`config.mk`:
```
export PLATFORM = sky130hd
export DESIGN_NAME = fetch_ctrl
export DESIGN_NICKNAME = d
export VERILOG_FILES = /design/src/rtl/fetch_ctrl.sv
export SDC_FILE = /design/constraint.sdc
export NUM_CORES = 1
export LEC_CHECK = 0
export CAP_MARGIN = 25
export CORE_ASPECT_RATIO = 1.75
export CORE_MARGIN = 2
export CORE_UTILIZATION = 40
export CTS_CLUSTER_DIAMETER = 200
export CTS_CLUSTER_SIZE = 16
export DETAILED_ROUTE_END_ITERATION = 8
export PLACE_DENSITY = 0.64
export SYNTH_ARGS = -nofsm -noshare
export SYNTH_HDL_FRONTEND = slang
export SYNTH_SLANG_ARGS = --single-unit
```
`constraint.sdc`:
```
create_clock -name clk -period 8.9 [get_ports clk]
set_input_delay 1.78 -clock clk [delete_from_list [all_inputs] [get_ports clk]]
set_output_delay 1.78 -clock clk [all_outputs]
set_load 0.05 [all_outputs]
```
`src/rtl/fetch_ctrl.sv`:
```
// fetch_ctrl: dual-word instruction fetch into a DEPTH-entry queue with stall, halt and redirect.
//   clk, rst (async, active-high)            clock and reset
//   start, redirect, redirect_pc             leave IDLE / flush and reload PC
//   deq                                      words consumed by decode (0..2)
//   Dato_Instru_1/2 <- Dir_Instru_1/2        combinational memory at PC and PC+4
//   ReadMem_1/2                              active-low read enables, low in a fetch cycle
//   inst0/inst1/inst0_pc, valid0/valid1      queue head view
//   count, state                             occupancy and IDLE=0 FETCH=1 STALL=2 HALT=3
module fetch_ctrl #(
    parameter logic [31:0] RESET_PC = 32'h00400000,
    parameter int          DEPTH    = 8
) (
    input  logic                     clk,
    input  logic                     rst,
    input  logic                     start,
    input  logic                     redirect,
    input  logic [31:0]              redirect_pc,
    input  logic [1:0]               deq,
    input  logic [31:0]              Dato_Instru_1,
    input  logic [31:0]              Dato_Instru_2,
    output logic [31:0]              Dir_Instru_1,
    output logic [31:0]              Dir_Instru_2,
    output logic                     ReadMem_1,
    output logic                     ReadMem_2,
    output logic [31:0]              inst0,
    output logic [31:0]              inst1,
    output logic [31:0]              inst0_pc,
    output logic                     valid0,
    output logic                     valid1,
    output logic [$clog2(DEPTH):0]   count,
    output logic [1:0]               state
);
    localparam int AW = $clog2(DEPTH);
    localparam int CW = AW + 1;
    localparam logic [31:0] HALT_WORD = 32'hFFFFFFFF;

    typedef enum logic [1:0] {IDLE = 2'd0, FETCH = 2'd1, STALL = 2'd2, HALT = 2'd3} state_t;

    state_t         st, st_next;
    logic [31:0]    pc, pc_next;
    logic [AW-1:0]  rd_ptr, wr_ptr;
    logic [CW-1:0]  cnt, cnt_next, free, free_next;
    logic [31:0]    word_q [DEPTH];
    logic [31:0]    pc_q   [DEPTH];
    logic           flush, fetch, halt1, halt2;
    logic [1:0]     pushes, pops;

    assign flush     = redirect && st != IDLE;
    assign free      = CW'(DEPTH) - cnt;
    assign fetch     = st == FETCH && !redirect && free >= CW'(2);
    assign halt1     = Dato_Instru_1 == HALT_WORD;
    assign halt2     = Dato_Instru_2 == HALT_WORD;
    // A halt word truncates the pair: nothing after it enters the queue.
    assign pushes    = !fetch ? 2'd0 : halt1 ? 2'd0 : halt2 ? 2'd1 : 2'd2;
    // Pops are clamped to occupancy; when deq exceeds cnt, cnt fits in two bits.
    assign pops      = flush ? 2'd0 : (CW'(deq) > cnt) ? cnt[1:0] : deq;
    assign cnt_next  = flush ? '0 : cnt - CW'(pops) + CW'(pushes);
    assign free_next = CW'(DEPTH) - cnt_next;
    assign pc_next   = flush ? (redirect_pc & ~32'h3) : pc + {28'd0, pushes, 2'b00};

    always_comb begin
        st_next = st;
        if (flush)
            st_next = FETCH;
        else
            case (st)
                IDLE:    st_next = start ? FETCH : IDLE;
                FETCH:   st_next = (fetch && (halt1 || halt2)) ? HALT : !fetch ? STALL : FETCH;
                STALL:   st_next = (free_next >= CW'(2)) ? FETCH : STALL;
                default: st_next = HALT;
            endcase
    end

    always_ff @(posedge clk or posedge rst) begin
        if (rst) begin
            pc     <= RESET_PC;
            cnt    <= '0;
            rd_ptr <= '0;
            wr_ptr <= '0;
            st     <= IDLE;
        end else begin
            pc     <= pc_next;
            cnt    <= cnt_next;
            rd_ptr <= flush ? '0 : rd_ptr + AW'(pops);
            wr_ptr <= flush ? '0 : wr_ptr + AW'(pushes);
            st     <= st_next;
        end
    end

    // Storage needs no reset: pointers and count define what is valid.
    always_ff @(posedge clk) begin
        if (pushes != 2'd0) begin
            word_q[wr_ptr] <= Dato_Instru_1;
            pc_q[wr_ptr]   <= pc;
        end
        if (pushes == 2'd2) begin
            word_q[wr_ptr + AW'(1)] <= Dato_Instru_2;
            pc_q[wr_ptr + AW'(1)]   <= pc + 32'd4;
        end
    end

    assign Dir_Instru_1 = pc;
    assign Dir_Instru_2 = pc + 32'd4;
    assign ReadMem_1    = !fetch;
    assign ReadMem_2    = !fetch;
    assign inst0        = word_q[rd_ptr];
    assign inst1        = word_q[rd_ptr + AW'(1)];
    assign inst0_pc     = pc_q[rd_ptr];
    assign valid0       = cnt >= CW'(1);
    assign valid1       = cnt >= CW'(2);
    assign count        = cnt;
    assign state        = st;
endmodule

```
# After elaboration in Yosys (flattened, before gate mapping)
# Memories as Yosys holds them, arrays and structs flattened.
# Cells that the tools add are included.
dict set report classes {
  n_addsub 10
  eq_ne 5
  order_cmp 5
  mux 19
  reduce_logical 10
}
# op n
set op_table {}
lappend op_table {{$eq A32 B32 Y1 const B} 2}
lappend op_table {{$add A32 B3 Y32 const B} 1}
lappend op_table {{$add A32 B4 Y32} 1}
lappend op_table {{$mux W32} 1}
lappend op_table {{$mux W2} 9}
lappend op_table {{$ge A4 B2 Y1 const B} 3}
lappend op_table {{$sub A4 B4 Y4 const A} 2}
lappend op_table {{$add A3 B1 Y3 const B} 2}
lappend op_table {{$add A3 B2 Y3} 2}
lappend op_table {{$mux W3} 2}
lappend op_table {{$pmux W2 S3} 1}
lappend op_table {{$mux W1} 5}
lappend op_table {{$add A4 B2 Y4} 1}
lappend op_table {{$eq A2 B2 Y1 const B} 2}
lappend op_table {{$ge A4 B1 Y1 const B} 1}
lappend op_table {{$gt A2 B4 Y1} 1}
lappend op_table {{$logic_and A1 B1 Y1} 4}
lappend op_table {{$mux W4} 1}
lappend op_table {{$reduce_bool A2 Y1} 2}
lappend op_table {{$sub A4 B2 Y4} 1}
lappend op_table {{$eq A2 B1 Y1 const B} 1}
lappend op_table {{$logic_not A1 Y1} 2}
lappend op_table {{$logic_not A2 Y1} 1}
lappend op_table {{$logic_or A1 B1 Y1} 1}
dict set report word_totals {
  reg_bits 44
  word_cells 56
  mem_count 2
  input_bits 102
  ram_bits 512
}
# memory depth word_bits read_ports rd_ports_with_merged_regs write_ports line_no
set mem_list {}
lappend mem_list {pc_q 8 32 1 0 2 44} ;# logic [31:0] pc_q [DEPTH];
lappend mem_list {word_q 8 32 2 0 2 43} ;# logic [31:0] word_q [DEPTH];

# Logic depth before layout (Yosys ltp)
dict set report depth {
  depth_word 11
  mapped_depth 18
  depth_no_buf 18
}

# Worst setup path before layout
# No wires, ideal clock.
dict set report synth_timing {
  kind {in2reg}
  from {input port redirect}
  to {memory pc_q[0][10], enable pin}
  required_ns 8.326
  n_path_buf 2
  t_arrival_ns 7.520
  path_stages 7
  path_slack_ns 0.806
  cell_sequence {or3_4 -> a31oi_4 -> buf_6 -> buf_8 -> nand2_1 -> or2_2 -> o31ai_1}
}
# element line_no
set synth_rtl {}
lappend synth_rtl {{start: declaration} 16} ;# input logic redirect,
lappend synth_rtl {{end: declaration} 44}

# Final worst setup path
dict set report layout_timing {
  from {register pc[4] (netlist: Dir_Instru_1[4])}
  to {output port Dir_Instru_2[25]}
}
dict set report layout_via {
  elab_chain_cells 1
}
# element line_no
set layout_rtl {}
lappend layout_rtl {{start: declaration} 40} ;# logic [31:0] pc, pc_next;
lappend layout_rtl {{start signal: assignment} 82} ;# pc <= pc_next;
lappend layout_rtl {{$add A32 B3 Y32} 103} ;# assign Dir_Instru_2 = pc + 32'd4;
lappend layout_rtl {{end: declaration} 22} ;# output logic [31:0] Dir_Instru_2,
# Every way passes these cells.

==> results.toml <==
[status]
status = "complete, no violations"

[setup_path]
critPathMaxFanout = 18
endpoint_kind = "primary output"
cp_data_required_time_ps = 7120
cp_data_arrival_time_ps = 4750
start_kind = "flop"
crit_type = "flop to primary output"

[cells_and_area]
area_delta_synth_final_pct = 14.0
layout-drive-gt1-share_pct = 14.9
fin_area_um2 = 35200
stdcell_count = 3842
final_nets = 2929

[global_routing]
grt_first_pass_wirelength_um = 145000
grt_antenna_before_repair = 6
grt_max_degree = 63
grt.overflow.total = 0
grt_pass1_vias = 22700
grtUsageTotal_pct = 24.7

[sta]
hold_slack_ps = 698
fin_crit_ps = 6530
worst_pin_slew_ps = 1080
skew_ps = 35.3
rsz0062_at_grt = "false"
slew_headroom_pct = 27.9
finalHoldViolCount = 0
fmax_mhz = 153
period_share_pct = 73.4
fin_tns_setup_ps = 0
maxSlewViolCount = 0
setup_viol = 0
setup_slack_ps = 2370

[clock_tree]
clockBufferDepth = 3
cts_hold_buffers = 0
cts_tree = "done"
cts.htree.levels = 2
clkTransAtPathRegs_ps = 80
cts_setup_buffers = 0
clkLatencyLatePin_ps = 610
cts-root-buf = "clkbuf_16"
cts.sinks = 538
cts_resized = 0
cts_buffers = 39

[synth]
syn-cell-area_um2 = 30900
synth-seq-area-share_pct = 51.7
ys_top_cells_by_area = "edfxtp_1 (48%), mux4_2 (14%), nand2_1 (12%)"
yosys_register_bits = 538
synth_top_cell_area_share_pct = 48.2
synth-edff-count = 496
synth.largest_area_cell = "edfxtp_1"
syn_inst = 2708
syn_area_per_cell_um2 = 11.4
dominantRegCellSynth = "edfxtp_1"
synth.most_common_cell = "nand2_1"
synth_common_cells = "nand2_1 (1019), edfxtp_1 (496), mux4_2 (188)"
synth_cell_types = 54
async_reset_ff_share_pct = 7.81
ys_warn_count = 0

[floorplanning]
die-area_um2 = 79500
coreArea_um2 = 76300
start_util_pct = 40.5
die_h_um = 372
die_w_um = 214
ios = 272
row_count = 134

[drt]
dr.pass1.iters = 6
wl_um = 98800
drt-vias-per-instance = 5.68
wl_per_cell_um = 25.7
vias = 21818
detail_route.iter0.violations = 2029
ant_nets = 0
route.detailed.drc = 0

[power]
vdd_drop_max_mv = 0.270
powerDensity_nw_per_um2 = 349
leakagePower_uw = 0.0124

[flow_run]
max_cap_violations = 0

[placed_design]
preCtsSetupSlack_ps = 2110
io_buffers = 263
placed_cell_area_um2 = 34000
globalplace.congestion = 0.810
dpl.cell_count = 3777
dp.final_hpwl_um = 58900

[hold_path]
hold_path.class = "flop to flop"
[cell type report]
type,instances,area (µm²)
multi-input cells,1886,13700
clock inverters,4,61.3
inverters,24,90.1
fillers,6784,41100
clock buffers,54,1030
well taps,1020,1280
diodes,5,12.5
repair buffers,311,3050
flip-flops and latches,538,16000
[metrics by stage]
step / total power (µW) / util (%)
finish: 12300 / 46.1
floorplan: 8470 / -
CTS: 12400 / 46.0
global placement: 10500 / 44.6
detailed placement: 10600 / 44.6
global route: 12800 / 46.1
[path summary, 6_finish.rpt]
| kind | endpoint | cells after the start | slack (ps) | from |
|---|---|---|---|---|
| max in group asynchronous | rd_ptr[0]$_DFF_PP0_ | 3 | 6710 | rst |
| setup / recovery | Dir_Instru_2[25] | 6 | 2370 | Dir_Instru_1[4]$_DFF_PP0_ |
| setup reg to reg | state[0]$_DFF_PP0_ | 15 | 3890 | count[0]$_DFF_PP0_ |
| hold reg to reg | state[1]$_DFF_PP0_ | 2 | 700 | state[0]$_DFF_PP0_ |
| min in group asynchronous | count[3]$_DFF_PP0_ | 3 | 1670 | rst |
| hold / removal | state[1]$_DFF_PP0_ | 2 | 700 | state[0]$_DFF_PP0_ |
[report_power, final]
group	internal, µW	switching [µW]	total (µW)
Combinational	2560	4090	6640
Sequential	3370	538	3900
Clock	818	920	1740
[worst max-delay path, cell delays in order, from the launching register on]
cell             delay, ps
dfrtp_1                870
nand3_1                420
nor4_4                 760
nand2_1                580
nor2_2                 500
xor2_1                 180
clkdlybuf4s50_1        820
[cells by family (layout without fill, tap and decap cells)]
family / count (synthesis) / in the layout / synth area share (%)
xor+xnor: 275 / 275 / 7.83
mux: 282 / 282 / 17.1
fa+ha+maj: 27 / 27 / 1.22
compound gates: 76 / 76 / 1.35
flops: 538 / 538 / 51.7
buf+inv: 289 / 393 / 4.55
simple gates: 1220 / 1220 / 16.3
other cells: 1 / 11 / 0.0121
[layer usage]
metal	vias up	track usage, %	routed length, µm
li1	9482	-	-
met4	2	12.8	4730
met3	292	3.41	7240
met2	1112	44.8	51600
met5	-	0	17
met1	10930	28.4	35200
[layout by cell type (no fill, tap or decap), types with 2 or more instances in the layout]
cell	n
inv_2	2
clkdlybuf4s50_1	263
a21oi_1	8
mux2_2	94
nand4_1	25
xnor2_1	182
o21ai_1	2
dfrtp_1	38
conb_1	6
o31ai_4	2
mux4_2	188
nor4_1	6
or3_1	2
ha_1	21
clkbuf_16	39
nand2b_1	3
buf_4	45
nor2_1	81
buf_16	2
fa_1	5
nand2_1	1019
inv_1	21
nand3_1	17
nor3_2	3
nor3_1	10
and2_1	8
and4_1	3
o21ai_4	6
nor2_2	3
nand4_4	9
clkinv_8	2
and4_2	8
dfrtp_4	3
xor2_1	91
nor2b_1	3
diode_2	5
and3_1	13
clkbuf_1	15
edfxtp_1	496
o21ai_0	52
[registers in the layout, indices dropped and copies added (netlist names)]
signal / flops
word_q: 256
pc_q: 240
Dir_Instru_1: 30
count: 4
rd_ptr: 3
wr_ptr: 3
state: 2
(Power assumes the default switching activity.)
